<file path="src/rtl/mult_arbiter.sv">
// mult_arbiter: round-robin front end sharing one sequential
// Booth multiplier among NUM_REQ requesters, with a watchdog.
//
// Ports:
//   clk, reset         rising-edge clock, async active-high reset
//   req                per-requester request level
//   req_multiplicand   packed operands, slice i belongs to req[i]
//   req_multiplier     packed operands, slice i belongs to req[i]
//   grant              one-hot pulse, operands of that slice latched
//   rsp_valid          pulse, rsp_id/rsp_result/rsp_error valid
//   rsp_id             owner of the response
//   rsp_result         signed product, 0 on watchdog error
//   rsp_error          watchdog expired
//   busy               FSM not idle
//   mul_*              handshake to/from the shared multiplier
`timescale 1ns/1ps
module mult_arbiter #(
  parameter int WIDTH        = 4,
  parameter int NUM_REQ      = 4,
  parameter int START_CYCLES = 1,
  parameter int TIMEOUT      = 64,
  localparam int IDW = $clog2(NUM_REQ)
) (
  input  logic                     clk,
  input  logic                     reset,
  input  logic [NUM_REQ-1:0]       req,
  input  logic [NUM_REQ*WIDTH-1:0] req_multiplicand,
  input  logic [NUM_REQ*WIDTH-1:0] req_multiplier,
  output logic [NUM_REQ-1:0]       grant,
  output logic                     rsp_valid,
  output logic [IDW-1:0]           rsp_id,
  output logic [2*WIDTH-1:0]       rsp_result,
  output logic                     rsp_error,
  output logic                     busy,
  output logic                     mul_start,
  output logic [WIDTH-1:0]         mul_multiplicand,
  output logic [WIDTH-1:0]         mul_multiplier,
  input  logic [2*WIDTH-1:0]       mul_result,
  input  logic                     mul_finished
);

  localparam int WDW = $clog2(TIMEOUT + 1);
  localparam int SCW =
    (START_CYCLES > 1) ? $clog2(START_CYCLES) : 1;

  typedef enum logic [1:0] {
    IDLE, LOAD, WAIT, RESP
  } state_t;

  state_t         state;
  logic [IDW-1:0] rr;
  logic [IDW-1:0] rr_next;
  logic [WDW-1:0] wd;
  logic [SCW-1:0] scnt;

  logic           pick_ok;
  logic [IDW-1:0] pick;
  logic [WIDTH-1:0] op_a;
  logic [WIDTH-1:0] op_b;

  // First set req bit at or above rr, wrapping.
  always_comb begin
    int s;
    pick_ok = 1'b0;
    pick    = '0;
    s       = 0;
    for (int k = 0; k < NUM_REQ; k++) begin
      s = int'(rr) + k;
      if (s >= NUM_REQ) s = s - NUM_REQ;
      if (!pick_ok && req[s]) begin
        pick_ok = 1'b1;
        pick    = IDW'(s);
      end
    end
  end

  always_comb begin
    op_a = '0;
    op_b = '0;
    for (int i = 0; i < NUM_REQ; i++) begin
      if (pick == IDW'(i)) begin
        op_a = req_multiplicand[i*WIDTH +: WIDTH];
        op_b = req_multiplier[i*WIDTH +: WIDTH];
      end
    end
  end

  always_comb begin
    if (rsp_id == IDW'(NUM_REQ - 1))
      rr_next = '0;
    else
      rr_next = rsp_id + 1'b1;
  end

  always_ff @(posedge clk or posedge reset) begin
    if (reset) begin
      state            <= IDLE;
      rr               <= '0;
      wd               <= '0;
      scnt             <= '0;
      grant            <= '0;
      rsp_valid        <= 1'b0;
      rsp_id           <= '0;
      rsp_result       <= '0;
      rsp_error        <= 1'b0;
      busy             <= 1'b0;
      mul_start        <= 1'b0;
      mul_multiplicand <= '0;
      mul_multiplier   <= '0;
    end else begin
      grant     <= '0;
      rsp_valid <= 1'b0;
      unique case (state)
        IDLE: begin
          if (pick_ok) begin
            state            <= LOAD;
            busy             <= 1'b1;
            grant            <= NUM_REQ'(1) << pick;
            rsp_id           <= pick;
            mul_multiplicand <= op_a;
            mul_multiplier   <= op_b;
            mul_start        <= 1'b1;
            scnt             <= '0;
          end
        end
        LOAD: begin
          // finished is stale while start is high
          if (scnt == SCW'(START_CYCLES - 1)) begin
            mul_start <= 1'b0;
            wd        <= '0;
            state     <= WAIT;
          end else begin
            scnt <= scnt + 1'b1;
          end
        end
        WAIT: begin
          wd <= wd + 1'b1;
          // finished beats a same-edge timeout
          if (mul_finished) begin
            rsp_result <= mul_result;
            rsp_error  <= 1'b0;
            rsp_valid  <= 1'b1;
            state      <= RESP;
          end else if (wd == WDW'(TIMEOUT - 1)) begin
            rsp_result <= '0;
            rsp_error  <= 1'b1;
            rsp_valid  <= 1'b1;
            state      <= RESP;
          end
        end
        RESP: begin
          rr    <= rr_next;
          busy  <= 1'b0;
          state <= IDLE;
        end
        default: state <= IDLE;
      endcase
    end
  end

endmodule

</file>
<file path="config.mk">
export PLATFORM = sky130hd
export DESIGN_NAME = mult_arbiter
export DESIGN_NICKNAME = d
export VERILOG_FILES = /design/src/rtl/mult_arbiter.sv
export SDC_FILE = /design/constraint.sdc
export NUM_CORES = 1
export LEC_CHECK = 0
export ABC_AREA = 1
export CAP_MARGIN = 5
export CORE_ASPECT_RATIO = 1.4
export CORE_UTILIZATION = 40
export DETAILED_ROUTE_END_ITERATION = 8
export PLACE_DENSITY = 0.74
export SYNTH_ARGS = -nofsm -noshare
export SYNTH_HDL_FRONTEND = slang
export SYNTH_SLANG_ARGS = --single-unit
export TNS_END_PERCENT = 50
</file>
<file path="constraint.sdc">
create_clock -name clk -period 1.58 [get_ports clk]
set_input_delay 0.316 -clock clk [delete_from_list [all_inputs] [get_ports clk]]
set_output_delay 0.316 -clock clk [all_outputs]
set_load 0.02 [all_outputs]
</file>
==> flow_metrics.py, run 1 <==
metrics = {
    "hold_path": {
        "hold_class": "in2async",
    },
    "power": {
        "net-switching-power_uw": 3920,
        "powerDensity_mw_per_mm2": 2220,
        "p_leak_uw": 0.00187,
        "pwr-share-clk_pct": 8.0,
        "swShare_pct": 49.0,
        "p_comb_share_pct": 72.4,
        "power_uw": 7980,
        "vdd_drop_max_mv": 1.08,
        "p_int_uw": 4070,
        "seqPwrFrac_pct": 19.6,
    },
    "synth": {
        "ys_types": 28,
        "ys_seq_elements": 37,
        "syn-num-nets": 347,
        "yosysTopAreaCellShare_pct": 42.8,
        "yosys.area.top_type": "dfrtp_1",
        "syn_inst": 293,
        "synth_area_leaders": "dfrtp_1 43%, nand2_1 18%, nand3_1 8.1%, inv_1 5.2%, ha_1 4.1%",
        "yosysSeqAreaShare_pct": 42.8,
        "synth_warnings": 0,
        "syn-cell-area_mm2": 0.00216,
        "postSynthAreaPerCell_um2": 7.38,
    },
    "layout": {
        "final_cell_mix": "84 x nand2_1, 52 x clkdlybuf4s50_1, 35 x dfrtp_1, 30 x nand3_1, 28 x inv_1",
        "area_delta_synth_final_pct": 66.2,
        "layout_commonest_cell": "nand2_1",
        "layoutNonFillerInstCount": 465,
        "fin_util_pct": 69.1,
        "nets": 452,
        "layout-drive-gt1-share_pct": 25.1,
        "antenna_cells": 0,
    },
    "timing": {
        "finalSetupViolations": 18,
        "worst_pin_slew_ns": 0.262,
        "finalMaxSlewViolations": 0,
        "final.min_clock_period_ns": 1.99,
        "setup_ws_ns": -0.406,
        "hold_violations": 0,
        "grt_setup_unrepaired": "true",
        "fin_skew_ns": 0.00561,
        "max_freq_mhz": 504,
        "slew_headroom_pct": 82.5,
        "fin_crit_sh_pct": 126,
    },
    "critical_path": {
        "required_ns": 1.81,
        "worst-setup-path-type": "reg2reg",
        "path_common_cell": "nand2_1",
        "worstPathCellList": "buf_12 -> clkinv_8 -> nand2_1 -> nand2_2 -> nor2_1 -> nor2_2 -> nand3_4 -> nand3_4 -> buf_6 -> nor2_4 -> nand2_1 -> nand4_1 -> nand2_1 -> nand2_1",
        "startpoint_type": "register",
        "cp_max_fo": 7,
        "end_kind": "register",
        "critPathTopFamily": "simple AND/OR/NAND/NOR gates",
        "cp_slowest_cell": "dfrtp_2",
        "cp.arrival_ns": 2.21,
        "critPathBufInv": 3,
        "crit_cells": 14,
        "cp_slowest_stage_delay_ns": 0.43,
        "worst-r2r-cell-count": 14,
    },
    "clock_tree": {
        "clock_latency_ns": 0.28,
        "clock_sinks": 37,
        "cts_tree": "done",
        "holdBufCountCts": 0,
        "clk_transition_reported_paths_ns": 0.07,
        "htreeDepth": 2,
        "cts_buffers": 5,
        "cts_buffer_depth": 2,
        "cts_root_buf": "clkbuf_8",
    },
    "floorplanning": {
        "initial_utilization_pct": 41.6,
        "dieArea_mm2": 0.00571,
        "die_w_um": 64.1,
        "rows": 31,
        "core-area_mm2": 0.00520,
        "die_y_um": 89.0,
        "ios": 73,
    },
    "outcome": {
        "status": "finished with violations",
        "violations": "negative setup slack",
    },
    "place": {
        "place_inst": 439,
        "port_buffers": 72,
        "routabilityCongestion": 0.885,
        "dpl.hpwl_um": 4120,
    },
    "drt": {
        "drc": 0,
        "via_count": 2313,
        "antenna_left": 0,
        "avgRoutedWirePerCell_um": 13.5,
        "wl_um": 6290,
        "first_pass_iters": 4,
        "drtIter0Drc": 73,
        "routed_via_density": 4.97,
    },
    "global_route": {
        "grt_pass1_vias": 2109,
        "grt_use_total_pct": 19.8,
        "grt_first_pass_wirelength_um": 8950,
        "grt_max_degree": 38,
        "grt.overflow.total": 0,
        "antenna_found_initial": 0,
    },
    "job": {
        "drv_cap": 0,
    },
}
final cells by class:
class | count | area [um2]
Inverter | 35 | 158
Tap cell | 66 | 82.6
Clock buffer | 7 | 76.3
Fill cell | 419 | 1600
Multi-Input combinational cell | 214 | 1300
Timing Repair inverter | 3 | 23.8
Timing Repair Buffer | 102 | 1020
Sequential cell | 37 | 928
Clock inverter | 1 | 7.51
final timing paths:
check / from / slack (ns) / endpoint
setup / recovery: rr[0] / -0.41 / mul_multiplicand[2]
hold / removal: reset / 0.37 / rsp_result[4]
setup reg to reg: rr[0] / -0.41 / mul_multiplicand[2]
hold reg to reg: mul_multiplicand[1] / 0.47 / mul_multiplicand[1]
max in group asynchronous: reset / 0.99 / rr[1]
min in group clk: mul_multiplicand[1] / 0.47 / mul_multiplicand[1]
per-layer routing:
layer	part of all wire, %	vias to the layer above	wire length [um]	global-route usage, %
met2	55	67	3440	37.4
li1	-	1145	-	-
met4	2.2	0	139	6.26
met5	0	-	0	0
met3	4.3	12	273	4.34
met1	39	1089	2430	22.2
Yosys cell counts (all sizes together):
cell / count
nand2: 111
nand3: 39
dfrtp: 37
inv: 34
o21ai: 19
nor2: 17
nand4: 8
ha: 7
a21oi: 6
buf: 5
clkbuf: 3
nor3: 2
a31oi: 1
clkinv: 1
o211ai: 1
o22ai: 1
or2: 1
metrics by stage:
| step | setup WS [ns] | hold WS [ns] | setup TNS, ns | cell area, um2 |
|---|---|---|---|---|
| floorplan | -0.131 | 0.457 | -0.894 | 2180 |
| global placement | -0.604 | 0.464 | -8.59 | 3060 |
| detailed placement | -0.630 | 0.467 | -9.01 | 3060 |
| CTS | -0.345 | 0.388 | -4.74 | 3250 |
| global route | -0.533 | 0.385 | -7.10 | 3590 |
| finish | -0.406 | 0.375 | -4.80 | 3590 |
worst reg2reg max path, stage by stage (launching register included):
cell	delay, ns
dfrtp_2	0.43
buf_12	0.15
clkinv_8	0.06
nand2_1	0.06
nand2_2	0.07
nor2_1	0.20
nor2_2	0.08
nand3_4	0.09
nand3_4	0.12
buf_6	0.14
nor2_4	0.18
nand2_1	0.10
nand4_1	0.11
nand2_1	0.07
nand2_1	0.06
power groups by stage:
stage | Sequential [uW] | Clock [uW] | Combinational [uW]
finish | 1560 | 640 | 5780
global route | 1600 | 695 | 6300
CTS | 1540 | 665 | 4770
detailed placement | 1580 | 0 | 4290
global placement | 1590 | 0 | 4210
floorplan | 1860 | 0 | 2580
registers in the layout (all words and copies together) (netlist names):
register,count
rsp_error,1
wd,7
rsp_valid,1
rr,2
state,2
mul_multiplier,4
mul_multiplicand,4
mul_start,1
rsp_result,8
rsp_id,2
busy,1
grant,4
what timing repair did:
item	CTS	global route
endpoints found under the setup margin	37	38
gates cloned	2	3
pin swaps	3	22
resized for setup	22	77
buffers inserted	6	7
cells by family after synthesis:
family / Yosys count / share of synthesized area [%]
adder cells (fa/ha/maj): 7 / 4.05
AO/OA/AOI/OAI: 28 / 7.23
buffers and inverters: 43 / 8.80
AND/OR/NAND/NOR: 178 / 37.1
flip-flops: 37 / 42.8
Note: power is estimated with default switching activity, not from simulation.
==> run 2, diff against run 1 <==
ABC_CLOCK_PERIOD_IN_PS = 1580   (was unset)
CTS_CLUSTER_SIZE = 40   (was unset)
==> results of run 2 <==
Final layout, timing and power as in run 1 (identical DEF).
==> run 3, diff against run 2 <==
--- a/config.mk
+++ b/config.mk
@@ -13,4 +13,5 @@
 export CTS_CLUSTER_SIZE = 40
 export DETAILED_ROUTE_END_ITERATION = 8
+export HOLD_SLACK_MARGIN = 0.1
 export PLACE_DENSITY = 0.74
 export SYNTH_ARGS = -nofsm -noshare
==> constraint.sdc (replaced) <==
create_clock -name clk -period 1.58 [get_ports clk]
set_input_delay 0.158 -clock clk [delete_from_list [all_inputs] [get_ports clk]]
set_output_delay 0.158 -clock clk [all_outputs]
set_load 0.02 [all_outputs]
==> run 3 against run 2 <==
The run still ends with negative setup slack left. Combinational power rose by 3%. Worst setup slack got worse by 0.067 ns. First-iteration DRC count rose by 22%. Fmax fell by 3.3%. Total power rose by 2.5%. Sequential power barely moved. Cell area fell by 0.84%.
==> flow_metrics.py, run 3 (synthesized netlist as in run 1, its figures left out) <==
metrics = {
    "layout": {
        "antenna_cells": 0,
        "design_area_mm2": 0.00356,
        "top_register": "rsp_result",
        "layout-drive-gt1-share_pct": 25.5,
        "layout_commonest_cell": "nand2_1",
        "final_cell_mix": "83 x nand2_1, 72 x clkdlybuf4s50_1, 36 x dfrtp_1, 29 x inv_1, 27 x nand3_1",
        "top_regs": "rsp_result x8, wd x7",
        "area_delta_synth_final_pct": 64.8,
        "multi_input_area_mm2": 0.00129,
        "largest_reg_flops": 8,
        "ff_latch_area_um2": 927,
        "nets": 449,
        "fillers": 410,
    },
    "drt": {
        "first_pass_iters": 5,
        "drtIter0Drc": 89,
        "via_count": 2327,
        "drc": 0,
        "antenna_left": 0,
        "wl_um": 6280,
        "routed_via_density": 5.04,
        "avgRoutedWirePerCell_um": 13.6,
    },
    "floorplanning": {
        "ios": 73,
        "die_y_um": 89.0,
        "rows": 31,
        "die_w_um": 64.1,
        "core-area_mm2": 0.00520,
        "initial_utilization_pct": 41.6,
        "dieArea_mm2": 0.00571,
    },
    "power": {
        "p_leak_uw": 0.00172,
        "p_comb_share_pct": 73.1,
        "vdd_drop_max_mv": 1.11,
        "p_int_uw": 4220,
        "net-switching-power_uw": 3960,
        "pwr-share-clk_pct": 7.9,
        "seqPwrFrac_pct": 19.0,
        "powerDensity_mw_per_mm2": 2300,
        "swShare_pct": 48.4,
    },
    "clock_tree": {
        "cts_buffer_depth": 2,
        "cts_tree": "done",
        "clock_sinks": 37,
        "holdBufCountCts": 0,
        "clk_transition_reported_paths_ns": 0.07,
        "cts_buffers": 5,
        "clock_latency_ns": 0.29,
        "htreeDepth": 2,
        "cts_root_buf": "clkbuf_8",
    },
    "place": {
        "dpl.hpwl_um": 4010,
        "place_ws_ns": -0.496,
        "routabilityCongestion": 0.870,
        "port_buffers": 72,
        "place_area_mm2": 0.00305,
    },
    "timing": {
        "finalSetupViolations": 18,
        "timing.hold.ws_ns": 0.274,
        "grt_setup_unrepaired": "true",
        "fin_skew_ns": 0.00396,
        "final.min_clock_period_ns": 2.05,
        "hold_violations": 0,
        "fin_crit_sh_pct": 130,
        "slew_headroom_pct": 68.4,
        "max_freq_mhz": 487,
        "setup_ws_ns": -0.473,
        "worst_pin_slew_ns": 0.474,
        "finalMaxSlewViolations": 0,
    },
    "critical_path": {
        "cp_max_fo": 8,
        "end_kind": "register",
        "worst-r2r-cell-count": 14,
        "cp.arrival_ns": 2.23,
        "startpoint_type": "register",
        "required_ns": 1.76,
        "worst-setup-path-type": "reg2reg",
    },
    "global_route": {
        "antenna_found_initial": 0,
        "grt_pass1_vias": 2111,
        "grt_max_degree": 38,
        "grt.overflow.total": 0,
        "grt_use_total_pct": 20.1,
        "grt_first_pass_wirelength_um": 8950,
    },
    "outcome": {
        "status": "finished with violations",
        "violations": "negative setup slack",
    },
    "hold_path": {
        "hold_class": "in2async",
    },
    "job": {
        "drv_cap": 0,
    },
}
run 3: cell types whose count changed in the layout (fill, tap and decap cells not counted), sizes merged:
cell and change:
buf -3, dlymetal6s2s -10, clkinvlp -1, dlygate4sd2 -10
clkinv +2, clkbuf -1, clkdlybuf4s50 +20
run 3: power by group through the flow:
| stage | clock, uW | combinational (uW) | sequential [uW] |
|---|---|---|---|
| final | 646 | 5980 | 1560 |
| after global routing | 690 | 6450 | 1600 |
| after CTS | 662 | 4860 | 1550 |
| after detailed placement | 0 | 4250 | 1580 |
| after global placement | 0 | 4200 | 1590 |
| after floorplan | 0 | 2580 | 1860 |
run 3: repair_timing:
item                                    4_1_cts  5_1_grt
pin swaps                                     5       22
setup buffers                                 6        4
resized for setup                            17       56
cloned                                        3        2
endpoints found under the setup margin       27       28
run 3: layer usage:
metal	up-vias	GRT usage (%)	share of wire, %
li1	1145	-	-
met1	1095	22.4	39
met2	72	37.3	54
met3	15	4.59	4.9
met4	0	7.07	2.2
met5	-	0	0
run 3: layout make-up:
class                   count  share of cell area [%]
clock buffers               5                    1.93
clock inverters             3                   0.492
inverters                  35                    4.35
multi-input cells         214                    36.1
flip-flops and latches     37                    26.0
well taps                  66                    2.32
repair buffers            100                    28.3
repair inverters            2                   0.456
run 3: stage by stage:
| stage | utilization (%) | total power, uW | std cells | setup TNS (ns) |
|---|---|---|---|---|
| after floorplan | - | 4440 | 293 | -0.894 |
| after global placement | 58.7 | 5780 | 439 | -6.27 |
| after detailed placement | 58.7 | 5830 | 439 | -6.38 |
| after CTS | 63.2 | 7080 | 456 | -4.31 |
| after global routing | 68.6 | 8750 | 462 | -7.05 |
| final | 68.6 | 8190 | 462 | -5.22 |
run 3: worst paths after layout:
kind                                   start  slack (ns)                  end
setup / recovery                       rr[0]       -0.47  mul_multiplicand[2]
hold / removal                         reset        0.27        rsp_result[4]
setup reg to reg                       rr[0]       -0.47  mul_multiplicand[2]
hold reg to reg            mul_multiplier[3]        0.48    mul_multiplier[3]
max in group asynchronous              reset        0.94                rr[0]
min in group clk               mul_result[3]        0.41        rsp_result[3]
run 3: worst max-delay path: stages, from the launching register on:
cell	delay [ns]
dfrtp_2	0.45
buf_12	0.15
clkinv_8	0.05
nand2_1	0.05
nand2_1	0.12
nand2_2	0.07
nand2_2	0.11
nand2_2	0.08
nand3_2	0.10
nand3_4	0.15
buf_8	0.18
nand3_1	0.08
nand4_1	0.17
nand2_1	0.11
nand2_1	0.06
